==> src/rtl/uart_pkg.sv <==
// rtl/uart_pkg.sv - shared UART types and constants for the transmitter and receiver
package uart_pkg;

    typedef enum logic [1:0] {
        IDLE  = 2'd0,
        START = 2'd1,
        DATA  = 2'd2,
        STOP  = 2'd3
    } uart_state_t;

    localparam int UART_CLKS_PER_BIT_DEFAULT = 434;
    localparam int UART_DATA_BITS            = 8;

endpackage

==> src/rtl/uart_baud_gen.sv <==
// rtl/uart_baud_gen.sv - bit-period counter producing a tick on the last cycle of each bit
module uart_baud_gen
    import uart_pkg::*;
#(
    parameter int CLKS_PER_BIT = UART_CLKS_PER_BIT_DEFAULT
) (
    input  logic clk,
    input  logic rst,
    input  logic clear,
    input  logic en,
    output logic tick
);

    localparam int              CW   = $clog2(CLKS_PER_BIT);
    localparam logic [CW-1:0]   LAST = CW'(CLKS_PER_BIT - 1);

    logic [CW-1:0] count;

    // Saturates at LAST; the owner clears it on the bit boundary.
    always_ff @(posedge clk) begin
        if (rst || clear) begin
            count <= '0;
        end else if (en && (count != LAST)) begin
            count <= count + CW'(1);
        end
    end

    assign tick = en && (count == LAST);

endmodule

==> src/rtl/uart_tx.sv <==
// rtl/uart_tx.sv - 8N1 LSB-first UART transmitter with valid/ready byte input
module uart_tx
    import uart_pkg::*;
#(
    parameter int CLKS_PER_BIT = UART_CLKS_PER_BIT_DEFAULT
) (
    input  logic       clk,
    input  logic       rst,
    input  logic [7:0] data,
    input  logic       data_valid,
    output logic       ready,
    output logic       tx,
    output logic       busy
);

    localparam logic [2:0] LAST_BIT = 3'(UART_DATA_BITS - 1);

    uart_state_t state;
    logic [7:0]  shift_reg;
    logic [2:0]  bit_idx;
    logic        accept;
    logic        tick;

    assign accept = data_valid && ready;
    assign busy   = ~ready;

    uart_baud_gen #(
        .CLKS_PER_BIT(CLKS_PER_BIT)
    ) u_baud (
        .clk  (clk),
        .rst  (rst),
        .clear(accept || tick),
        .en   (state != IDLE),
        .tick (tick)
    );

    always_ff @(posedge clk) begin
        if (rst) begin
            state     <= IDLE;
            tx        <= 1'b1;
            ready     <= 1'b1;
            shift_reg <= 8'h00;
            bit_idx   <= 3'd0;
        end else begin
            case (state)
                IDLE: begin
                    if (accept) begin
                        shift_reg <= data;
                        bit_idx   <= 3'd0;
                        tx        <= 1'b0;
                        ready     <= 1'b0;
                        state     <= START;
                    end
                end
                START: begin
                    if (tick) begin
                        tx    <= shift_reg[0];
                        state <= DATA;
                    end
                end
                DATA: begin
                    if (tick) begin
                        shift_reg <= {1'b0, shift_reg[7:1]};
                        if (bit_idx == LAST_BIT) begin
                            bit_idx <= 3'd0;
                            tx      <= 1'b1;
                            state   <= STOP;
                        end else begin
                            // Next bit is the one about to land in shift_reg[0].
                            bit_idx <= bit_idx + 3'd1;
                            tx      <= shift_reg[1];
                        end
                    end
                end
                STOP: begin
                    if (tick) begin
                        ready <= 1'b1;
                        state <= IDLE;
                    end
                end
                default: begin
                    tx    <= 1'b1;
                    ready <= 1'b1;
                    state <= IDLE;
                end
            endcase
        end
    end

endmodule

==> config.mk <==
export PLATFORM = sky130hd
export DESIGN_NAME = uart_tx
export DESIGN_NICKNAME = d
export VERILOG_FILES = /design/src/rtl/uart_pkg.sv /design/src/rtl/uart_baud_gen.sv /design/src/rtl/uart_tx.sv
export SDC_FILE = /design/constraint.sdc
export NUM_CORES = 1
export LEC_CHECK = 0
export CORE_MARGIN = 2
export CORE_UTILIZATION = 57
export CTS_BUF_LIST = sky130_fd_sc_hd__clkbuf_8
export CTS_CLUSTER_SIZE = 10
export DETAILED_ROUTE_END_ITERATION = 7
export GPL_ROUTABILITY_DRIVEN = 0
export PLACE_DENSITY = 0.78
export SLEW_MARGIN = 0
export SYNTH_ARGS = -nofsm -noshare
export SYNTH_HDL_FRONTEND = slang
export SYNTH_SLANG_ARGS = --single-unit
==> constraint.sdc <==
create_clock -name clk -period 2.3 [get_ports clk]
set_input_delay 0.23 -clock clk [delete_from_list [all_inputs] [get_ports clk]]
set_output_delay 0.23 -clock clk [all_outputs]
set_load 0.02 [all_outputs]
==> summary by stage, run 1 <==
Timing
The final critical path takes up 82.7% of the cycle. After layout, the worst setup slack is 0.397 ns. Setup repair after global routing left no endpoint under its margin. The relative slew slack is 73.7%. The max-slew violation count came to 0. The final hold violation count was 0. At the pin with the least slew margin, the transition time is 0.393 ns.

Timing would allow up to 525 MHz. The final critical-path required period is 1.90 ns. The setup total negative slack is 0 ns. Setup violations remaining at the end of the flow were counted as 0. The final setup skew is 0.00217 ns. The worst slack on hold paths is 0.476 ns.

Layout
The relative area change from synthesis to final layout is 18.1%. The post-route netlist has 11.9% of its cells at a drive strength greater than 1. The layout net count is 172. Counting the fill cells in the layout gives 140. 0 antenna diodes ended up in the layout. Once layout is complete, the utilization of the core stands at 72.6%. The register with the most flip-flops in the layout has 9 of them.

Synth
Each instance of the synthesized netlist takes up on average 8.96 µm². The cell area that synthesis handed to floorplanning was 1220 µm². The number of synthesized register bits is 24. In the synthesized netlist, the number of instances is 136. The netlist uses 34 different library cells. The sequential-to-total area share from yosys stat is 39.4%. The net count of the mapped netlist is 156. For this run, the number of Yosys warnings is 0.

Worst hold path
The tightest min-delay check is of the flop to flop type.

Clocking
In this run the deepest clock path goes through 2 buffers. The number of buffers inserted during clock tree synthesis is 3. After clock tree synthesis, the repair step resized 0 gates.

Buffers inserted to repair hold after CTS numbered 0. TritonCTS built the clock tree. Clock-pin slew was measured on the worst setup and hold paths at 0.08 ns.

The tree is rooted in a sky130_fd_sc_hd__clkbuf_8. The total setup buffers inserted after CTS is 0. In this run the number of H-tree levels came out at 1. The clock net in this run drives a total of 24 sinks. The clock latency reported for the late side of the worst-skew pair is 0.27 ns.

Routing
Dividing the detail-routed via count by the number of cells gives 5.56. The detailed router placed 990 vias in this run. The count of nets left with antenna violations after detail routing is 0. The number of DRC markers in iteration 0 is 25. The number of detailed-route iterations in the first pass is 4.

The total length of routed wires is 2400 µm. The routed wire length per instance is 13.5 µm. The post-detailed-route DRC marker count is 0.

Global route
The overall overflow remaining after global route is 0. The number of antenna violations at the first check in global routing is 0. The maximum number of pins on one net before global-route repair is 18. The global-route wire length before repair is 4340 µm. The total routing resource utilization after global routing is 22.5%. The via count of the first global-routing pass is 1,010.

Floorplanning
The floorplan die width is 50.2 µm. The floorplan step defined a core boundary enclosing 1980 µm². During I/O placement, the number of pins put on the boundary was 14. The floorplan step set the die height to 50.2 µm.

The die covers 2520 µm². The initial core utilization is 61.5%. The placement row count is 16.

Placement
OpenSTA, run right after detailed placement, puts the worst setup slack at 0.419 ns. Once detailed placement completed, the half-perimeter wirelength came to 1750 µm. Buffers placed on the I/O ports in this run total 13.

Pwr
The reported leakage power is 0.566 nW. IR analysis of the VDD net gives a maximum drop of 0.676 mV. The power density relative to cell area is 991 nW/µm².

The design draws 1.43 mW.

Setup path
The worst setup path is launched from a flop. The cell with the most instances on the worst path is sky130_fd_sc_hd__nor2_1. The number of buffers and inverters on the critical path is 2. The data required time of the worst path is 2.47 ns. The worst setup path is captured at a flop.

At the worst endpoint, the arrival time is 2.07 ns. The family with the most delay on the worst path is simple AND/OR/NAND/NOR gates. The largest fanout on the critical path is 8. On the critical path, the stage with the largest delay is an instance of sky130_fd_sc_hd__nand4b_1. The largest stage delay on the critical path is 0.45 ns.

The signal on the critical path passes through inv_1, ha_1, nand4b_1, buf_4, nor2_1, nor2_1, o221a_2. The setup path with the least slack is of type flop to flop.

Job
The number of max-capacitance violations reported is 0.

Run status
The flow ran to the end, and the final reports show no timing, DRC or antenna violations.
==> power breakdown <==
part           switching, mW  internal (mW)
logic                  0.305          0.258
registers             0.0694          0.505
clock network          0.135          0.153
==> tightest hold or removal path, stage by stage, from the launching register on <==
cell and delay (ns):
sky130_fd_sc_hd__dfxtp_1 0.32, sky130_fd_sc_hd__nand3_1 0.06, sky130_fd_sc_hd__a21oi_1 0.05
==> cell type report <==
| class | count | area, µm² | area share (%) |
|---|---|---|---|
| Sequential cell | 24 | 480 | 33.4 |
| Timing Repair Buffer | 16 | 153 | 10.6 |
| Tap cell | 27 | 33.8 | 2.35 |
| Inverter | 8 | 30.0 | 2.09 |
| Clock buffer | 4 | 55.1 | 3.83 |
| Multi-Input combinational cell | 99 | 687 | 47.7 |
==> path summary, 6_finish.rpt <==
kind,from,to,slack (ns),depth (start not counted)
min,bit_idx[2],bit_idx[2],0.48,2
max,state[0],shift_reg[5],0.40,7
max reg2reg,state[0],shift_reg[5],0.40,7
min reg2reg,bit_idx[2],bit_idx[2],0.48,2
==> synth_stat cells <==
cell / count / area share (%)
sky130_fd_sc_hd__nand4_1: 1 / 0.51
sky130_fd_sc_hd__ha_1: 9 / 9.2
sky130_fd_sc_hd__or2_2: 2 / 1.0
sky130_fd_sc_hd__nand2b_1: 2 / 1.0
sky130_fd_sc_hd__xor2_1: 2 / 1.4
sky130_fd_sc_hd__nand2_1: 9 / 2.8
sky130_fd_sc_hd__a31oi_1: 1 / 0.51
sky130_fd_sc_hd__a21oi_1: 6 / 2.5
sky130_fd_sc_hd__nor3b_1: 2 / 1.2
sky130_fd_sc_hd__nand4_2: 1 / 1.0
sky130_fd_sc_hd__and4_1: 1 / 0.72
sky130_fd_sc_hd__or3b_1: 1 / 0.72
sky130_fd_sc_hd__nor2b_1: 1 / 0.51
sky130_fd_sc_hd__a311oi_1: 1 / 0.72
sky130_fd_sc_hd__nand3b_1: 1 / 0.62
sky130_fd_sc_hd__nor4_1: 1 / 0.51
sky130_fd_sc_hd__xnor2_1: 5 / 3.6
sky130_fd_sc_hd__nand4b_1: 2 / 1.4
sky130_fd_sc_hd__a21o_1: 1 / 0.62
sky130_fd_sc_hd__dfxtp_1: 24 / 39
sky130_fd_sc_hd__nor3_1: 1 / 0.41
sky130_fd_sc_hd__mux2i_1: 2 / 1.6
sky130_fd_sc_hd__o221a_2: 7 / 6.5
sky130_fd_sc_hd__inv_1: 8 / 2.5
sky130_fd_sc_hd__a2111o_1: 1 / 0.92
sky130_fd_sc_hd__a221o_1: 1 / 0.82
sky130_fd_sc_hd__nor4b_1: 1 / 0.72
sky130_fd_sc_hd__o21ai_0: 2 / 0.82
sky130_fd_sc_hd__nand3_1: 5 / 2.1
sky130_fd_sc_hd__buf_2: 2 / 0.82
sky130_fd_sc_hd__clkbuf_1: 3 / 0.92
sky130_fd_sc_hd__a211oi_1: 3 / 1.8
sky130_fd_sc_hd__nor2_1: 26 / 8.0
sky130_fd_sc_hd__nor4b_4: 1 / 2.0
==> logic make-up (layout without fill, tap and decap cells) <==
group	Yosys count	in the layout	synth area share, %
muxes	2	2	1.64
xor gates and xnor gates	7	7	5.03
buffers and inverters	13	28	4.21
and+or+nand+nor	58	58	25.3
AOI/OAI and AO/OA	23	23	15.2
DFF	24	24	39.4
adders and majority gates	9	9	9.24
==> metrics by stage <==
stage	std cells	instance area (µm²)
floorplan	136	1220
global placement	174	1380
detailed placement	174	1380
CTS	178	1440
global route	178	1440
finish	178	1440
==> layout by cell type (no fill, tap or decap), drive strengths merged, types with 3 or more instances in the layout <==
cell type and count:
a21oi 6, dfxtp 24, nand2 9, clkdlybuf4s50 13, clkbuf 4, o221a 7, nor2 26, buf 3
xnor2 5, ha 9, inv 8, nand3 5, a211oi 3
==> routing by layer <==
metal	track usage (%)	up-vias	wire length [µm]
met5	0	-	0
met4	9.72	0	44
met3	2.68	5	52
met2	37.1	13	1090
met1	29.5	459	1220
li1	-	513	-
No activity file was read; power rests on OpenSTA's default activity.
==> run 2, diff against run 1 <==
--- a/config.mk
+++ b/config.mk
@@ -6,12 +6,12 @@
 export NUM_CORES = 1
 export LEC_CHECK = 0
 export CORE_MARGIN = 2
-export CORE_UTILIZATION = 57
+export CORE_UTILIZATION = 51
 export CTS_BUF_LIST = sky130_fd_sc_hd__clkbuf_8
 export CTS_CLUSTER_SIZE = 10
 export DETAILED_ROUTE_END_ITERATION = 7
 export GPL_ROUTABILITY_DRIVEN = 0
-export PLACE_DENSITY = 0.78
+export PLACE_DENSITY = 0.73
 export SLEW_MARGIN = 0
 export SYNTH_ARGS = -nofsm -noshare
 export SYNTH_HDL_FRONTEND = slang
==> constraint.sdc (replaced) <==
create_clock -name clk -period 1.6 [get_ports clk]
set_input_delay 0.16 -clock clk [delete_from_list [all_inputs] [get_ports clk]]
set_output_delay 0.16 -clock clk [all_outputs]
set_load 0.02 [all_outputs]
==> run 2 against run 1 <==
Net effect:
- sequential power rose by 42%
- non-clock buffer count up 26
- flip-flop and latch count is the same
- core utilization grew 4.5 points
- sequential share of layout area shrank 5.2 points
- largest power group is now combinational cells
==> summary by stage, run 2 (synthesized netlist as in run 1, its figures left out) <==
Layout
The relative area change from synthesis to final layout was 41.3% (was 18.1%). The number of inserted diodes was 0 (unchanged). The flip-flop count of the largest register after layout is 9 (unchanged). The layout net count is 198 (was 172). The layout cell share with drive strength beyond 1 was 32.8% (was 11.9%). The leading cell type in the layout, fill and taps excluded is sky130_fd_sc_hd__buf_4 (was sky130_fd_sc_hd__nor2_1). Commonest cells after routing, fill and taps aside: sky130_fd_sc_hd__buf_4, sky130_fd_sc_hd__nor2_1, sky130_fd_sc_hd__dfxtp_1, sky130_fd_sc_hd__clkdlybuf4s50_1, sky130_fd_sc_hd__nand2_1 (was sky130_fd_sc_hd__nor2_1, sky130_fd_sc_hd__dfxtp_1, sky130_fd_sc_hd__clkdlybuf4s50_1, sky130_fd_sc_hd__nand2_1, sky130_fd_sc_hd__ha_1). The area of all placed cells without fillers is 1720 µm² (was 1440 µm²).

Setup path
The type of origin of the critical path is a flop (unchanged). The signal arrival time at the worst endpoint is 1.78 ns (was 2.07 ns). The nature of the critical path endpoint is a flop (unchanged). The type of the worst setup path is flop to flop (unchanged).

The critical register-to-register path startpoint is state[0] (unchanged). The slack of the worst reg-to-reg path was 0.008 ns (was 0.40 ns). The data required time of the worst path is 1.79 ns (was 2.47 ns).

The capture point of the worst reg-to-reg path is state[0] (was shift_reg[5]). The largest fanout on the critical path came to 2 (was 8). The number of cells on the worst reg-to-reg path is 5 (was 7).

Global route
The global-route wire length before repair is 4280 µm (was 4340 µm). The number of antenna violations at the first check in global routing is 0 (unchanged). The via count of the first global-routing pass is 1,025 (was 1,010). The overall overflow remaining after global route came to 0 (unchanged). The total routing resource utilization after global routing is 21.4% (was 22.5%). The maximum number of pins on one net before global-route repair is 18 (unchanged).

Clocking
The number of H-tree levels is 1 (unchanged). The number of buffers added to fix hold violations after cts is 0 (unchanged). The post-CTS clock slew at the launch and capture registers of the worst setup and hold paths is 0.09 ns (was 0.08 ns). The clock latency reported for the late side of the worst-skew pair is 0.27 ns (about the same). The number of buffers inserted during clock tree synthesis came to 3 (unchanged). The clock tree from TritonCTS is done (unchanged). The number of buffers between clock root and the deepest sink was 2 (unchanged). The number of clock sinks seen by CTS was 24 (unchanged). The root cell of the clock tree is sky130_fd_sc_hd__clkbuf_8 (unchanged).

Floorplanning
The initial core utilization came to 54.6% (was 61.5%). The placeable core region was 2230 µm² (was 1980 µm²). The placement row count is 17 (was 16).

The die height is 52.9 µm (was 50.2 µm). The count of pins on the block boundary was 14 (unchanged). The floorplan die width came to 52.9 µm (was 50.2 µm).

The area of the die was 2800 µm² (was 2520 µm²).

Timing
The worst slack on hold paths came to 0.477 ns (was 0.476 ns). The relative slew slack is 76.0% (was 73.7%). The post-route worst setup slack was 0.00849 ns (was 0.397 ns). The maximum achievable frequency is 628 MHz (was 525 MHz).

The final setup skew is 0.00474 ns (was 0.00217 ns). The max-slew violation count is 0 (unchanged). RSZ-0062 raised after global routing: true (was false). The final critical-path required period is 1.59 ns (was 1.90 ns).

The final hold violation count is 0 (unchanged). The number of setup violations in the final report is 0 (unchanged). The setup total negative slack is 0 ns (unchanged). The share of the cycle needed by the critical path after routing is 99.5% (was 82.7%). The slew at the pin with the worst max-slew slack came to 0.355 ns (was 0.393 ns).

Worst hold path
The instance count along the most critical hold path was 2 (unchanged). The class of the tightest hold or removal check was flop to flop (unchanged). The start point of the worst min-delay path is bit_idx[1] (was bit_idx[2]). The end point of the most critical hold path is bit_idx[1] (was bit_idx[2]).

Pwr
The reported leakage power came to 0.706 nW (was 0.566 nW). The worst voltage drop across the vdd grid is 1.50 mV (was 0.676 mV). The power density relative to cell area was 1420 nW/µm² (was 991 nW/µm²). The power after layout came to 2.45 mW (was 1.43 mW).

Placement
The post-place instance area is 1530 µm² (was 1380 µm²). The count of input and output buffers is 13 (unchanged). The minimum setup slack after placement came to -0.0574 ns (was 0.419 ns). The sum of net half-perimeters after detailed placement is 1900 µm (was 1750 µm).

Run status
Result of the run: finished clean (unchanged).

Routing
The ratio of routed vias to standard cells is 5.32 (was 5.56). The number of DRC markers in iteration 0 is 14 (was 25). The count of nets left with antenna violations after detail routing is 0 (unchanged).

The routed wire length per instance is 13.3 µm (was 13.5 µm). The total length of routed wires is 2730 µm (was 2400 µm). The total number of vias was 1,090 (was 990). The number of detailed-route iterations in the first pass is 4 (unchanged). The post-detailed-route DRC marker count is 0 (unchanged).

Job
The number of max-capacitance violations reported came to 0 (unchanged).
## run 2: cell count changes in the layout (fill, tap and decap cells not counted), sizes merged
cell | previous run | this run
buf | 3 | 29
bufinv | 0 | 1
clkbuf | 4 | 3
## run 2: repair_timing
action	in CTS	in global routing
gates resized for setup	5	12
pin swaps	1	4
endpoints found under the setup margin	11	18
hold endpoints to repair	0	0
setup buffers	1	6
## run 2: worst max path at each step
stage                     from      endpoint  slack (ns)  cells after the start
3_5_place_dp        data_valid      state[0]       -0.06                      5
6_report              state[0]      state[0]       0.008                      5
2_1_floorplan         state[1]      state[0]        0.02                      6
3_3_place_gp        data_valid      state[0]       -0.03                      5
5_1_grt               state[0]  shift_reg[2]       -0.08                      8
4_1_cts        u_baud.count[1]      state[0]       0.003                      7
## run 2: worst max-delay path, cell delays in order (launching register included)
cell and delay (ns):
sky130_fd_sc_hd__dfxtp_2 0.33, sky130_fd_sc_hd__buf_4 0.13, sky130_fd_sc_hd__ha_1 0.20, sky130_fd_sc_hd__a2111o_1 0.40, sky130_fd_sc_hd__a21o_1 0.21, sky130_fd_sc_hd__a211oi_1 0.22
## run 2: power breakdown
part           total [mW]  switching [mW]  leakage [nW]  internal, mW
sequential          0.816          0.0823         0.198         0.734
clock               0.544           0.210        0.0357         0.335
combinational        1.09           0.529         0.473         0.563
## run 2: metrics by stage
stage,util (%),std cells
after CTS,72.9,199
final,77.1,205
after floorplan,-,136
after detailed placement,68.5,194
after global routing,77.1,205
after global placement,68.5,194
## run 2: layout make-up
type / instances / area [µm²]
clock buffer: 3 / 41.3
tap: 28 / 35.0
inverter: 8 / 30.0
clock inverter: 1 / 30.0
sequential: 24 / 485
fill: 170 / 512
timing repair buffer: 42 / 355
multi-input combinational: 99 / 744
## run 2: metal layers
layer / up-vias / track usage, % / share of wire (%)
li1: 562 / - / -
met1: 507 / 23.8 / 47
met2: 17 / 39.0 / 50
met3: 4 / 4.24 / 2.6
met4: 0 / 9.40 / 1.1
met5: - / 0 / 0
==> run 3, diff against run 2 <==
==> constraint.sdc (replaced) <==
create_clock -name clk -period 1.4 [get_ports clk]
set_input_delay 0.14 -clock clk [delete_from_list [all_inputs] [get_ports clk]]
set_output_delay 0.14 -clock clk [all_outputs]
set_load 0.02 [all_outputs]
==> run 3 against run 2 <==
Net effect:
- the flow now finishes with violations (negative setup slack)
- combinational power grew 62%
- cell count grew 5.4%
- clock power grew 16%
- clock skew shrank 0.0010 ns
- die area is the same
- critical path depth grew 2
==> summary by stage, run 3 (synthesized netlist as in run 1, its figures left out) <==
Run status
Result of the run: finished with violations (was finished clean). The checks that failed: negative setup slack.

Routing
The ratio of routed vias to standard cells is 5.94 (was 5.32). The number of detailed-route iterations in the first pass is 4 (unchanged). The number of DRC markers in iteration 0 is 49 (was 14). The routed wire length per instance is 19.4 µm (was 13.3 µm). The total number of vias is 1,282 (was 1,090).

The count of nets left with antenna violations after detail routing is 0 (unchanged). The post-detailed-route DRC marker count was 0 (unchanged). The total length of routed wires is 4180 µm (was 2730 µm).

Floorplanning
The placeable core region came to 2230 µm² (unchanged). The area of the die is 2800 µm² (unchanged). The initial core utilization came to 54.6% (unchanged). The floorplan die width was 52.9 µm (unchanged). The count of pins on the block boundary is 14 (unchanged). The die height came to 52.9 µm (unchanged).

The placement row count is 17 (unchanged).

Layout
Commonest cells after routing, fill and taps aside: sky130_fd_sc_hd__buf_4, sky130_fd_sc_hd__dfxtp_1, sky130_fd_sc_hd__nor2_1, sky130_fd_sc_hd__clkdlybuf4s50_1, sky130_fd_sc_hd__nand2_1 (was sky130_fd_sc_hd__buf_4, sky130_fd_sc_hd__nor2_1, sky130_fd_sc_hd__dfxtp_1, sky130_fd_sc_hd__clkdlybuf4s50_1, sky130_fd_sc_hd__nand2_1). The layout cell share with drive strength beyond 1 was 51.1% (was 32.8%). The flip-flop count of the largest register after layout came to 9 (unchanged).

The leading cell type in the layout, fill and taps excluded is sky130_fd_sc_hd__buf_4 (unchanged). The end-of-flow core utilization is 89.7% (was 77.1%). The layout net count is 209 (was 198). The number of inserted diodes came to 0 (unchanged). The relative area change from synthesis to final layout is 64.4% (was 41.3%).

Timing
The final setup skew is 0.00372 ns (was 0.00474 ns). The final hold violation count is 0 (unchanged). The slew at the pin with the worst max-slew slack was 0.331 ns (was 0.355 ns). The number of setup violations in the final report is 23 (was 0).

The share of the cycle needed by the critical path after routing came to 113% (was 99.5%). The max-slew violation count is 0 (unchanged). The post-route worst setup slack is -0.175 ns (was 0.00849 ns). The maximum achievable frequency is 635 MHz (was 628 MHz).

The final critical-path required period is 1.58 ns (was 1.59 ns). The relative slew slack came to 77.8% (was 76.0%). RSZ-0062 raised after global routing: true (unchanged).

Pwr
The reported leakage power is 0.798 nW (was 0.706 nW). The power density relative to cell area is 1700 nW/µm² (was 1420 nW/µm²). The power share of the combinational group came to 52.0% (was 44.5%). The cell-internal power is 2.12 mW (was 1.63 mW). The power after layout is 3.40 mW (was 2.45 mW). The worst voltage drop across the vdd grid is 1.71 mV (was 1.50 mV). The total net switching power is 1.28 mW (was 0.821 mW). The share of power burned in registers came to 29.4% (was 33.3%).

The switching part of the total is 37.7% (was 33.5%). The clock network power share was 18.5% (was 22.2%).

Clocking
The post-CTS clock slew at the launch and capture registers of the worst setup and hold paths is 0.09 ns (about the same). The number of buffers inserted during clock tree synthesis was 3 (unchanged). The clock tree from TritonCTS is done (unchanged). The number of buffers added to fix hold violations after cts is 0 (unchanged). The number of H-tree levels is 1 (unchanged). The root cell of the clock tree is sky130_fd_sc_hd__clkbuf_8 (unchanged).

The clock latency reported for the late side of the worst-skew pair was 0.27 ns (about the same). The number of buffers between clock root and the deepest sink is 2 (unchanged). The number of clock sinks seen by CTS came to 24 (unchanged).

Setup path
The number of buffers and inverters on the critical path is 3 (was 1). The type of origin of the critical path was a flop (unchanged). The nature of the critical path endpoint is a flop (unchanged). CP Cell Sequence: inv_4, ha_4, buf_6, nand4b_1, buf_4, xor2_1, nor2_1 (was buf_4, ha_1, a2111o_1, a21o_1, a211oi_1). The largest stage delay on the critical path is 0.40 ns (about the same). The data required time of the worst path came to 1.57 ns (was 1.79 ns).

The type of the worst setup path was flop to flop (unchanged). The family with the most delay on the worst path is flip-flops (was compound AO/OA/AOI/OAI gates). The largest fanout on the critical path was 5 (was 2). The library cell contributing the largest single delay on the critical path is sky130_fd_sc_hd__dfxtp_4 (was sky130_fd_sc_hd__a2111o_1).

The signal arrival time at the worst endpoint is 1.75 ns (was 1.78 ns).

Global route
The global-route wire length before repair was 5350 µm (was 4280 µm). The via count of the first global-routing pass was 1,231 (was 1,025). The total routing resource utilization after global routing was 27.1% (was 21.4%).

The number of antenna violations at the first check in global routing is 0 (unchanged). The overall overflow remaining after global route is 0 (unchanged). The maximum number of pins on one net before global-route repair is 18 (unchanged).

Job
The number of max-capacitance violations reported was 0 (unchanged).

Placement
The sum of net half-perimeters after detailed placement came to 2030 µm (was 1900 µm). The minimum setup slack after placement is -0.226 ns (was -0.0574 ns). The count of input and output buffers was 13 (unchanged).

Worst hold path
The class of the tightest hold or removal check was flop to flop (unchanged).
[run 3: cell types whose count changed in the layout (fill, tap and decap cells not counted), moves of 3 or more]
cell                       before  now
sky130_fd_sc_hd__a211oi_2       0    3
sky130_fd_sc_hd__buf_6          2    7
sky130_fd_sc_hd__a211oi_1       3    0
sky130_fd_sc_hd__buf_4         27   33
sky130_fd_sc_hd__nor2_4         0    6
sky130_fd_sc_hd__nor2_2         0    7
sky130_fd_sc_hd__nor2_1        26   13
[run 3: layer usage]
layer | vias to the layer above | wire length (µm) | global-route usage [%] | part of all wire, %
li1 | 585 | - | - | -
met1 | 610 | 1530 | 27.5 | 37
met2 | 64 | 2250 | 53.5 | 54
met3 | 23 | 172 | 3.11 | 4.1
met4 | 0 | 227 | 13.2 | 5.4
met5 | - | 0 | 0 | 0
[run 3: worst reg2reg max path, delay by kind of cell (launching register included)]
family	cells	cell delay (ns)
fa+ha+maj	1	0.18
xor+xnor	1	0.15
flops	1	0.40
buf+inv	3	0.40
simple gates	2	0.34
[run 3: repair_timing]
item                                    CTS  global route
resized for setup                        32            34
endpoints found under the setup margin   25            24
hold endpoints to repair                  0             0
setup buffers                             7             5
pin swaps                                 8            11
[run 3: worst paths after layout]
path / endpoint / cells after the start / slack, ns / from
hold / removal: bit_idx[1] / 2 / 0.50 / bit_idx[1]
setup / recovery: u_baud.count[4] / 7 / -0.18 / state[1]
setup reg to reg: u_baud.count[4] / 7 / -0.18 / state[1]
hold reg to reg: bit_idx[1] / 2 / 0.50 / bit_idx[1]
[run 3: layout make-up]
| cell class | instances | area [µm²] |
|---|---|---|
| multi-input cells | 99 | 916 |
| flip-flops and latches | 24 | 492 |
| repair buffers | 53 | 454 |
| fillers | 92 | 230 |
| clock buffers | 3 | 41.3 |
| inverters | 8 | 35.0 |
| well taps | 28 | 35.0 |
| clock inverters | 1 | 30.0 |
[run 3: per-stage QoR]
stage / cell area, µm² / instances / hold WS [ns] / setup TNS, ns
final: 2000 / 216 / 0.499 / -2.43
after global routing: 2000 / 216 / 0.522 / -3.72
after CTS: 1820 / 211 / 0.497 / -0.865
after detailed placement: 1590 / 200 / 0.484 / -2.24
after global placement: 1590 / 200 / 0.464 / -1.81
after floorplan: 1250 / 136 / 0.336 / -0.409
[run 3: power groups by stage]
stage	Combinational, mW	Clock [mW]	Sequential (mW)
floorplan	0.688	0	0.968
global placement	1.14	0	0.943
detailed placement	1.18	0	0.950
CTS	1.40	0.627	0.962
global route	1.87	0.659	1.01
finish	1.77	0.629	0.999
